==> src/rtl/bp_pkg.sv <==
// Shared branch-predictor definitions: 2-bit counter encodings and transition function.
package bp_pkg;

  typedef enum logic [1:0] {
    SNT = 2'b00,
    WNT = 2'b01,
    WT  = 2'b10,
    ST  = 2'b11
  } bp_state_e;

  // Saturating step toward the resolved outcome.
  function automatic bp_state_e bp_next(input bp_state_e cur, input logic taken);
    bp_state_e nxt;
    nxt = cur;
    case (cur)
      SNT:     nxt = taken ? WNT : SNT;
      WNT:     nxt = taken ? WT  : SNT;
      WT:      nxt = taken ? ST  : WNT;
      ST:      nxt = taken ? ST  : WT;
      default: nxt = cur;
    endcase
    return nxt;
  endfunction

  function automatic logic bp_is_mispred(input logic upd_valid, input logic taken,
                                         input logic pred);
    return upd_valid && (taken != pred);
  endfunction

endpackage

==> src/rtl/bht_predictor_if.sv <==
// Lookup, update and misprediction-counter signals of the branch history table.
interface bht_predictor_if
  import bp_pkg::*;
#(
  parameter int unsigned IDX_W = 2,
  parameter int unsigned CNT_W = 8
);

  logic             req_valid;
  logic [IDX_W-1:0] req_idx;
  logic             pred_valid;
  logic             pred_taken;
  bp_state_e        pred_state;

  logic             upd_valid;
  logic [IDX_W-1:0] upd_idx;
  logic             upd_taken;
  logic             upd_pred;

  logic             cnt_clr;
  logic [CNT_W-1:0] mispred_cnt;
  logic             mispred_sat;

  modport master (
    output req_valid, req_idx, upd_valid, upd_idx, upd_taken, upd_pred, cnt_clr,
    input  pred_valid, pred_taken, pred_state, mispred_cnt, mispred_sat
  );

  modport slave (
    input  req_valid, req_idx, upd_valid, upd_idx, upd_taken, upd_pred, cnt_clr,
    output pred_valid, pred_taken, pred_state, mispred_cnt, mispred_sat
  );

endinterface

==> src/rtl/bp_cnt_sat.sv <==
// Saturating up-counter with synchronous clear; clear dominates increment.
module bp_cnt_sat #(
  parameter int unsigned CNT_W = 8
) (
  input  logic             clk,
  input  logic             rst,
  input  logic             i_clr,
  input  logic             i_inc,
  output logic [CNT_W-1:0] o_cnt,
  output logic             o_sat_c
);

  logic [CNT_W-1:0] r_cnt;
  logic             w_sat;

  assign w_sat = &r_cnt;

  always_ff @(posedge clk or posedge rst) begin
    if (rst) begin
      r_cnt <= '0;
    end else if (i_clr) begin
      r_cnt <= '0;
    end else if (i_inc && !w_sat) begin
      r_cnt <= r_cnt + CNT_W'(1);
    end
  end

  assign o_cnt   = r_cnt;
  assign o_sat_c = w_sat;

endmodule

==> src/rtl/bht_predictor.sv <==
// Flop-based table of 2-bit saturating predictors with a 1-cycle lookup,
// same-index update bypass, and a saturating misprediction counter.
module bht_predictor
  import bp_pkg::*;
#(
  parameter int unsigned IDX_W = 2,
  parameter int unsigned CNT_W = 8
) (
  input  logic           clk,
  input  logic           rst,
  bht_predictor_if.slave bus
);

  localparam int unsigned DEPTH = 2 ** IDX_W;

  bp_state_e        r_table [DEPTH];
  logic             r_pred_valid;
  bp_state_e        r_pred_state;

  bp_state_e        w_upd_next;
  bp_state_e        w_lookup;
  logic             w_hit;
  logic             w_mispred;
  logic [CNT_W-1:0] w_cnt;
  logic             w_sat;

  // A lookup that collides with this cycle's update sees the post-update value.
  always_comb begin
    w_upd_next = bp_next(r_table[bus.upd_idx], bus.upd_taken);
    w_hit      = bus.upd_valid && (bus.upd_idx == bus.req_idx);
    w_lookup   = w_hit ? w_upd_next : r_table[bus.req_idx];
    w_mispred  = bp_is_mispred(bus.upd_valid, bus.upd_taken, bus.upd_pred);
  end

  always_ff @(posedge clk or posedge rst) begin
    if (rst) begin
      for (int i = 0; i < int'(DEPTH); i++) begin
        r_table[i] <= SNT;
      end
    end else if (bus.upd_valid) begin
      r_table[bus.upd_idx] <= w_upd_next;
    end
  end

  // Response payload holds while no lookup is requested.
  always_ff @(posedge clk or posedge rst) begin
    if (rst) begin
      r_pred_valid <= 1'b0;
      r_pred_state <= SNT;
    end else begin
      r_pred_valid <= bus.req_valid;
      if (bus.req_valid) begin
        r_pred_state <= w_lookup;
      end
    end
  end

  bp_cnt_sat #(
    .CNT_W(CNT_W)
  ) u_cnt (
    .clk     (clk),
    .rst     (rst),
    .i_clr   (bus.cnt_clr),
    .i_inc   (w_mispred),
    .o_cnt   (w_cnt),
    .o_sat_c (w_sat)
  );

  assign bus.pred_valid  = r_pred_valid;
  assign bus.pred_state  = r_pred_state;
  assign bus.pred_taken  = r_pred_state[1];
  assign bus.mispred_cnt = w_cnt;
  assign bus.mispred_sat = w_sat;

endmodule

==> src/flat_wrapper.sv <==
// flat-port wrapper written by rule: the top's interface ports become plain ports
module bht_predictor_flat import bp_pkg::*;
#(
  parameter int unsigned IDX_W = 2,
  parameter int unsigned CNT_W = 8
)
  (clk, rst, bus_req_valid, bus_req_idx, bus_upd_valid, bus_upd_idx, bus_upd_taken, bus_upd_pred, bus_cnt_clr, bus_pred_valid, bus_pred_taken, bus_pred_state, bus_mispred_cnt, bus_mispred_sat);
  bht_predictor_if #(.IDX_W(IDX_W), .CNT_W(CNT_W)) bus_i ();
  input  logic clk;
  input  logic rst;
  input wire logic [$bits(bus_i.req_valid)-1:0] bus_req_valid;
  input wire logic [$bits(bus_i.req_idx)-1:0] bus_req_idx;
  input wire logic [$bits(bus_i.upd_valid)-1:0] bus_upd_valid;
  input wire logic [$bits(bus_i.upd_idx)-1:0] bus_upd_idx;
  input wire logic [$bits(bus_i.upd_taken)-1:0] bus_upd_taken;
  input wire logic [$bits(bus_i.upd_pred)-1:0] bus_upd_pred;
  input wire logic [$bits(bus_i.cnt_clr)-1:0] bus_cnt_clr;
  output wire logic [$bits(bus_i.pred_valid)-1:0] bus_pred_valid;
  output wire logic [$bits(bus_i.pred_taken)-1:0] bus_pred_taken;
  output wire logic [$bits(bus_i.pred_state)-1:0] bus_pred_state;
  output wire logic [$bits(bus_i.mispred_cnt)-1:0] bus_mispred_cnt;
  output wire logic [$bits(bus_i.mispred_sat)-1:0] bus_mispred_sat;
  assign bus_i.req_valid = bus_req_valid;
  assign bus_i.req_idx = bus_req_idx;
  assign bus_i.upd_valid = bus_upd_valid;
  assign bus_i.upd_idx = bus_upd_idx;
  assign bus_i.upd_taken = bus_upd_taken;
  assign bus_i.upd_pred = bus_upd_pred;
  assign bus_i.cnt_clr = bus_cnt_clr;
  assign bus_pred_valid = bus_i.pred_valid;
  assign bus_pred_taken = bus_i.pred_taken;
  assign bus_pred_state = bus_i.pred_state;
  assign bus_mispred_cnt = bus_i.mispred_cnt;
  assign bus_mispred_sat = bus_i.mispred_sat;
  bht_predictor #(.IDX_W(IDX_W), .CNT_W(CNT_W)) u_core (.clk(clk), .rst(rst), .bus(bus_i));
endmodule
==> config.mk <==
export PLATFORM = sky130hd
export DESIGN_NAME = bht_predictor_flat
export DESIGN_NICKNAME = d
export VERILOG_FILES = /design/src/rtl/bp_pkg.sv /design/src/rtl/bht_predictor_if.sv /design/src/rtl/bp_cnt_sat.sv /design/src/rtl/bht_predictor.sv /design/src/flat_wrapper.sv
export SDC_FILE = /design/constraint.sdc
export NUM_CORES = 1
export LEC_CHECK = 0
export CAP_MARGIN = 25
export CORE_UTILIZATION = 44
export CTS_CLUSTER_SIZE = 14
export DETAILED_ROUTE_END_ITERATION = 8
export MAX_ROUTING_LAYER = met4
export PLACE_DENSITY = 0.74
export SLEW_MARGIN = 10
export SYNTH_ARGS = -nofsm -noshare
export SYNTH_HDL_FRONTEND = slang
export SYNTH_SLANG_ARGS = --single-unit
export TNS_END_PERCENT = 100
==> constraint.sdc <==
create_clock -name clk -period 1.5 [get_ports clk]
set_input_delay 0.225 -clock clk [delete_from_list [all_inputs] [get_ports clk]]
set_output_delay 0.225 -clock clk [all_outputs]
set_load 0.05 [all_outputs]
* Word level (Yosys, flattened, before mapping)
Index checks and enable logic that the tools add are counted. Widths: inputs -> output; s select.
Word-level totals: ROM bits 0, input bits 11, memory bits (writable) 0, output and inout port bits 13, register bits after elaboration 19, memories kept 0, latch bits 0
Operators by class: $add $sub $neg 1, equal/unequal tests 5, order comparisons 3, multipliers 0, bitwise gates (word level) 2, shift operators 0, divide/modulo/power cells 0, mux-type cells 17, reduce and logical (&&, ||, !) cells 8
Operators by type and width (count):
- $mux 2 | 8
- $mux 8 | 2
- $add 8x1->8 const B | 1
- $bmux 2 s2 | 2
- $bwmux 8 | 1
- $pmux 2 s4 | 1
- $reduce_and 8->1 | 1
- $ge 3x3->1 const B | 2
- $not 2->3 | 2
- $demux 2 s2 | 1
- $eq 2x2->1 const B | 2
- $logic_and 1x1->1 | 4
- $lt 3x1->1 const B | 1
- $eq 2x1->1 const B | 1
- $eq 2x2->1 | 1
- $logic_not 2->1 | 1
- $mux 1 | 2
- $reduce_bool 2->1 | 1
- $logic_not 1->1 | 1
- $ne 1x1->1 | 1

* Depth between registers and ports, before layout
word-level depth 7, depth in mapped cells 5, mapped depth without buffers 5

* Hierarchy
From an unflattened synthesis, not the netlist that was laid out.
Second synthesis, totals: cell total of the unflattened synthesis 91, area total of the unflattened synthesis 1084.8 um^2
By module, submodules not included:
- bht_predictor | seq. area each 275.3 um^2, area an instance 613.1 um^2, cells an instance 45, times used 1
- bp_cnt_sat | seq. area each 200.2 um^2, area an instance 471.7 um^2, cells an instance 46, times used 1

* Worst setup path before layout
OpenSTA, ideal clock, no wires.
kind reg-to-reg, start reg u_core.u_cnt.r_cnt[3], in the netlist u_core.u_cnt.o_cnt[3], end reg u_core.u_cnt.r_cnt[1], in the netlist u_core.u_cnt.o_cnt[1], required time 1.421 ns, arrival 2.636 ns, path slack -1.215 ns, cell stages (with the launch flop) 5, path buffers 0, clock period less this slack 2.715 ns, setup time 0.079 ns, cells stage by stage dfrtp_1 nand4_1 nor3_1 o21ai_0 a21oi_1
On the way: cells in the longest elaborated chain, start to end 4
RTL lines:
- from (decl) | line bp_cnt_sat.sv:13 | logic [CNT_W-1:0] r_cnt;
- from (signal assigned) | line bp_cnt_sat.sv:24 | r_cnt <= r_cnt + CNT_W'(1);
- $reduce_and 8->1 | line bp_cnt_sat.sv:16 | assign w_sat = &r_cnt;
- via bus_mispred_sat | line flat_wrapper.sv:22 | output wire logic [$bits(bus_i.mispred_sat)-1:0] bus_mispred_sat;
- $logic_not 1->1 | line bp_cnt_sat.sv:23 | end else if (i_inc && !w_sat) begin
- $logic_and 1x1->1 | line bp_cnt_sat.sv:23
- $reduce_bool 2->1 (no source line)
The timed path passes the listed nets, and every way through them passes these cells. A chain may end at the register's enable or synchronous reset.

* Worst setup path after layout
start reg u_core.r_table[3] in the netlist's numbering, end reg u_core.r_pred_state[0], in the netlist u_core.bus.pred_state[0]
On the way: cells in the longest elaborated chain, start to end 6, elaborated cells between the ends (all ways) 9, those cells by class eq/ne (3); mux (5); reduce/logical (1)
RTL lines:
- from (decl) | line bht_predictor.sv:16 | bp_state_e r_table [DEPTH];
- from (signal, indexed assignment) | line bht_predictor.sv:41 | r_table[bus.upd_idx] <= w_upd_next;
- $bmux 2 s2 * | line bht_predictor.sv:29 | w_upd_next = bp_next(r_table[bus.upd_idx], bus.upd_taken);
- $mux 2 (implied by the code) * (2 in a row) | line bht_predictor.sv:29
- $eq 2x2->1 (tied with other cells) | line bp_pkg.sv:15 | case (cur)
- $pmux 2 s4 * | line bp_pkg.sv:15
- $mux 2 * | line bht_predictor.sv:31 | w_lookup = w_hit ? w_upd_next : r_table[bus.req_idx];
- to (signal assigned) | line bht_predictor.sv:53 | r_pred_state <= w_lookup;
- to (decl) | line bht_predictor.sv:18 | bp_state_e r_pred_state;
Every way passes the cells marked *; elsewhere a longest branch is shown, timed or not. The select of a mux whose other input is x is not followed.

==> results.toml <==
[sta]
tns_ns = -1.875
tightestPinTransition_ns = 0.4047
hold_viol_final = 0
drv_slew = 0
rsz0062_at_grt = "yes"
setup_ws_ns = -0.2040
fmax_mhz = 586.9
fin_worst_skew_ns = 0.001107
slew_headroom_pct = 72.94
min_period_over_period_pct = 113.6
post-route-min-period_ns = 1.704
setup_viol = 13

[route]
wl_mm = 2.813
wl_per_cell_um = 16.17
avgViaCountPerCell = 5.759
ant_nets = 0
via_count = 1002
first_iter_violations = 33
first_pass_iters = 4
route.detailed.drc = 0

[clock_network]
clockBufferDepth = 2
cts_hold_buf = 0
clock-sinks = 19
cts_tree = "done"
insertion_delay_ns = 0.31
ctsHtreeMaxLevel = 1
cts_buffers = 3
cts_root_buffer = "clkbuf_4"
path_clk_slew_ns = 0.11

[global_route]
grt_pass1_wl_mm = 4.264
grt_max_degree = 20
grt_pass1_vias = 929
grt_use_total_pct = 24.01
antenna_found_initial = 0
grt.overflow.total = 0

[floorplanning]
start_util_pct = 46.95
num_io_pins = 24
die_w_um = 50.82
die_y_um = 50.82
rows = 17
core_area_um2 = 2233
dieArea_um2 = 2582

[layout]
final_nets = 159
nFillCells = 140
syn_to_final_growth_pct = 66.83
drive_above_1_share_pct = 58.22
diodes = 0

[logic_synthesis]
syn-instance-count = 92
seq_area_frac_synth_pct = 45.35
synth_warnings = 0
netlist_area_um2 = 1049
syn_avg_cell_area_um2 = 11.40
syn_nets = 104
synth_top_cell_area_share_pct = 45.35
yosys.area.top_type = "dfrtp_1"
ys_ff_latch = 19
synth_edf_count = 0
synth_common_cells = "19 x dfrtp_1, 8 x mux2_2, 7 x a21oi_1"
synth_area_leaders = "dfrtp_1 45%, mux2_2 8.6%, mux4_2 8.6%, a21oi_1 3.3%, o31ai_1 2.9%"
synth_most_common_cell = "dfrtp_1"
synth-main-ff-cell = "dfrtp_1"
async_flop_share_pct = 100.0
synth_cell_types = 28

[setup_path]
crit_chain = "mux4_2 > maj3_2 > a221o_1"
slowest_delay_ns = 0.49
cp-end-kind = "flop"
startpoint_type = "flop"
r2r_slack_ns = -0.20
reg2reg_from = "u_core.r_table[3]"
worst_path_max_delay_cell = "mux4_2"
cp.arrival_ns = 1.90
worstPathMaxFanout = 5
regToRegEndpoint = "u_core.bus.pred_state[0]"
worstRegToRegCells = 3
crit_type = "reg2reg"
cp.required_ns = 1.69

[min_path]
hold_class = "in2async"

[place]
dp_hpwl_mm = 1.909
post-place-ws_ns = -0.5778
port_buffers = 23
gp_routability_congestion = 0.8312

[power_and_ir_drop]
leakagePower_nw = 0.7811
ir_drop_mv = 1.289
power_per_cell_area_nw_per_um2 = 1092

[run_status]
violations = "negative setup slack"
status = "finished with violations"

[flow_run]
drv_cap = 0
## power by group
group	switching, W	internal, W
Combinational	0.000384	0.000497
Sequential	0.000114	0.000648
Clock	0.000167	0.0000997
Total	0.000665	0.00124
## flip-flops by register name, summed over array words and instances (netlist names)
register / flops
u_core.u_cnt.o_cnt: 8
u_core.r_table: 8
u_core.bus.pred_state: 2
u_core.bus.pred_valid: 1
## how the worst max path moves through the flow
| stage | start | endpoint | slack [ns] | cells after the start |
|---|---|---|---|---|
| 3_5_place_dp | bus_upd_idx[1] | u_core.bus.pred_state[0] | -0.58 | 4 |
| 4_1_cts | u_core.r_table[7] | u_core.bus.pred_state[0] | -0.21 | 3 |
| 2_1_floorplan | u_core.u_cnt.o_cnt[4] | u_core.u_cnt.o_cnt[1] | -0.23 | 4 |
| 3_3_place_gp | bus_upd_idx[0] | u_core.bus.pred_state[1] | -0.52 | 4 |
| 5_1_grt | u_core.r_table[1] | u_core.bus.pred_state[0] | -0.23 | 3 |
| 6_report | u_core.r_table[3] | u_core.bus.pred_state[0] | -0.20 | 3 |
## metal layers
| layer | vias to the layer above | part of all wire (%) | GRT usage (%) |
|---|---|---|---|
| met2 | 35 | 53 | 39.56 |
| met5 | - | 0 | - |
| met1 | 501 | 40 | 27.67 |
| li1 | 456 | - | - |
| met3 | 10 | 3.4 | 4.464 |
| met4 | 0 | 3.1 | 13.43 |
## cells in the final DEF, fill, tap and decap left out, types with 3 or more instances in the layout
| cell type | n |
|---|---|
| buf_4 | 32 |
| buf_12 | 11 |
| dfrtp_1 | 11 |
| dfrtp_2 | 8 |
| clkdlybuf4s50_1 | 7 |
| mux2_2 | 6 |
| inv_1 | 5 |
| mux4_2 | 4 |
| o31ai_1 | 4 |
| a21oi_1 | 4 |
| nand3_1 | 3 |
| and3_1 | 3 |
| a21oi_2 | 3 |
| or3_1 | 3 |
| clkbuf_4 | 3 |
## worst max-delay path, delay by kind of cell (launching register included)
family                     cells  cell delay [ns]
DFF                            1             0.42
AOI/OAI and AO/OA              1             0.32
muxes                          1             0.49
adders and majority gates      1             0.37
## final cells by class
| type | instances | area [µm²] | area share, % |
|---|---|---|---|
| clock buffer | 3 | 22.52 | 1.288 |
| multi-input combinational | 63 | 604.3 | 34.55 |
| timing repair buffer | 54 | 571.8 | 32.69 |
| tap | 28 | 35.03 | 2.003 |
| inverter | 6 | 25.02 | 1.431 |
| sequential | 19 | 485.5 | 27.75 |
| clock inverter | 1 | 5.005 | 0.2861 |
## stage by stage
stage / hold slack, ns / instances / cell area [µm²] / total power [W] / util [%]
2_1_floorplan: 0.1756 / 92 / 1095 / 0.001244 / -
3_3_place_gp: 0.5073 / 157 / 1567 / 0.001500 / 70.14
3_5_place_dp: 0.5291 / 157 / 1567 / 0.001559 / 70.14
4_1_cts: 0.2328 / 167 / 1644 / 0.001845 / 73.61
5_1_grt: 0.2377 / 174 / 1749 / 0.002004 / 78.32
6_report: 0.2243 / 174 / 1749 / 0.001909 / 78.32
## cell families (layout without fill, tap and decap cells)
kind of cell               after synthesis  after routing  synth area share [%]
and+or+nand+nor                         27             27                 14.92
DFF                                     19             19                 45.35
AOI/OAI and AO/OA                       18             18                 11.34
muxes                                   12             12                 17.18
buffers and inverters                   10             64                 5.370
adders and majority gates                3              3                 3.341
xor gates and xnor gates                 3              3                 2.506
## timing repair
item / in CTS / in global routing
cloned: 0 / 0
hold endpoints to repair: 0 / 0
pin swaps: 6 / 13
setup buffers: 6 / 8
endpoints found under the setup margin: 13 / 16
resized for setup: 3 / 14
Power figures use the tool's default switching activity.
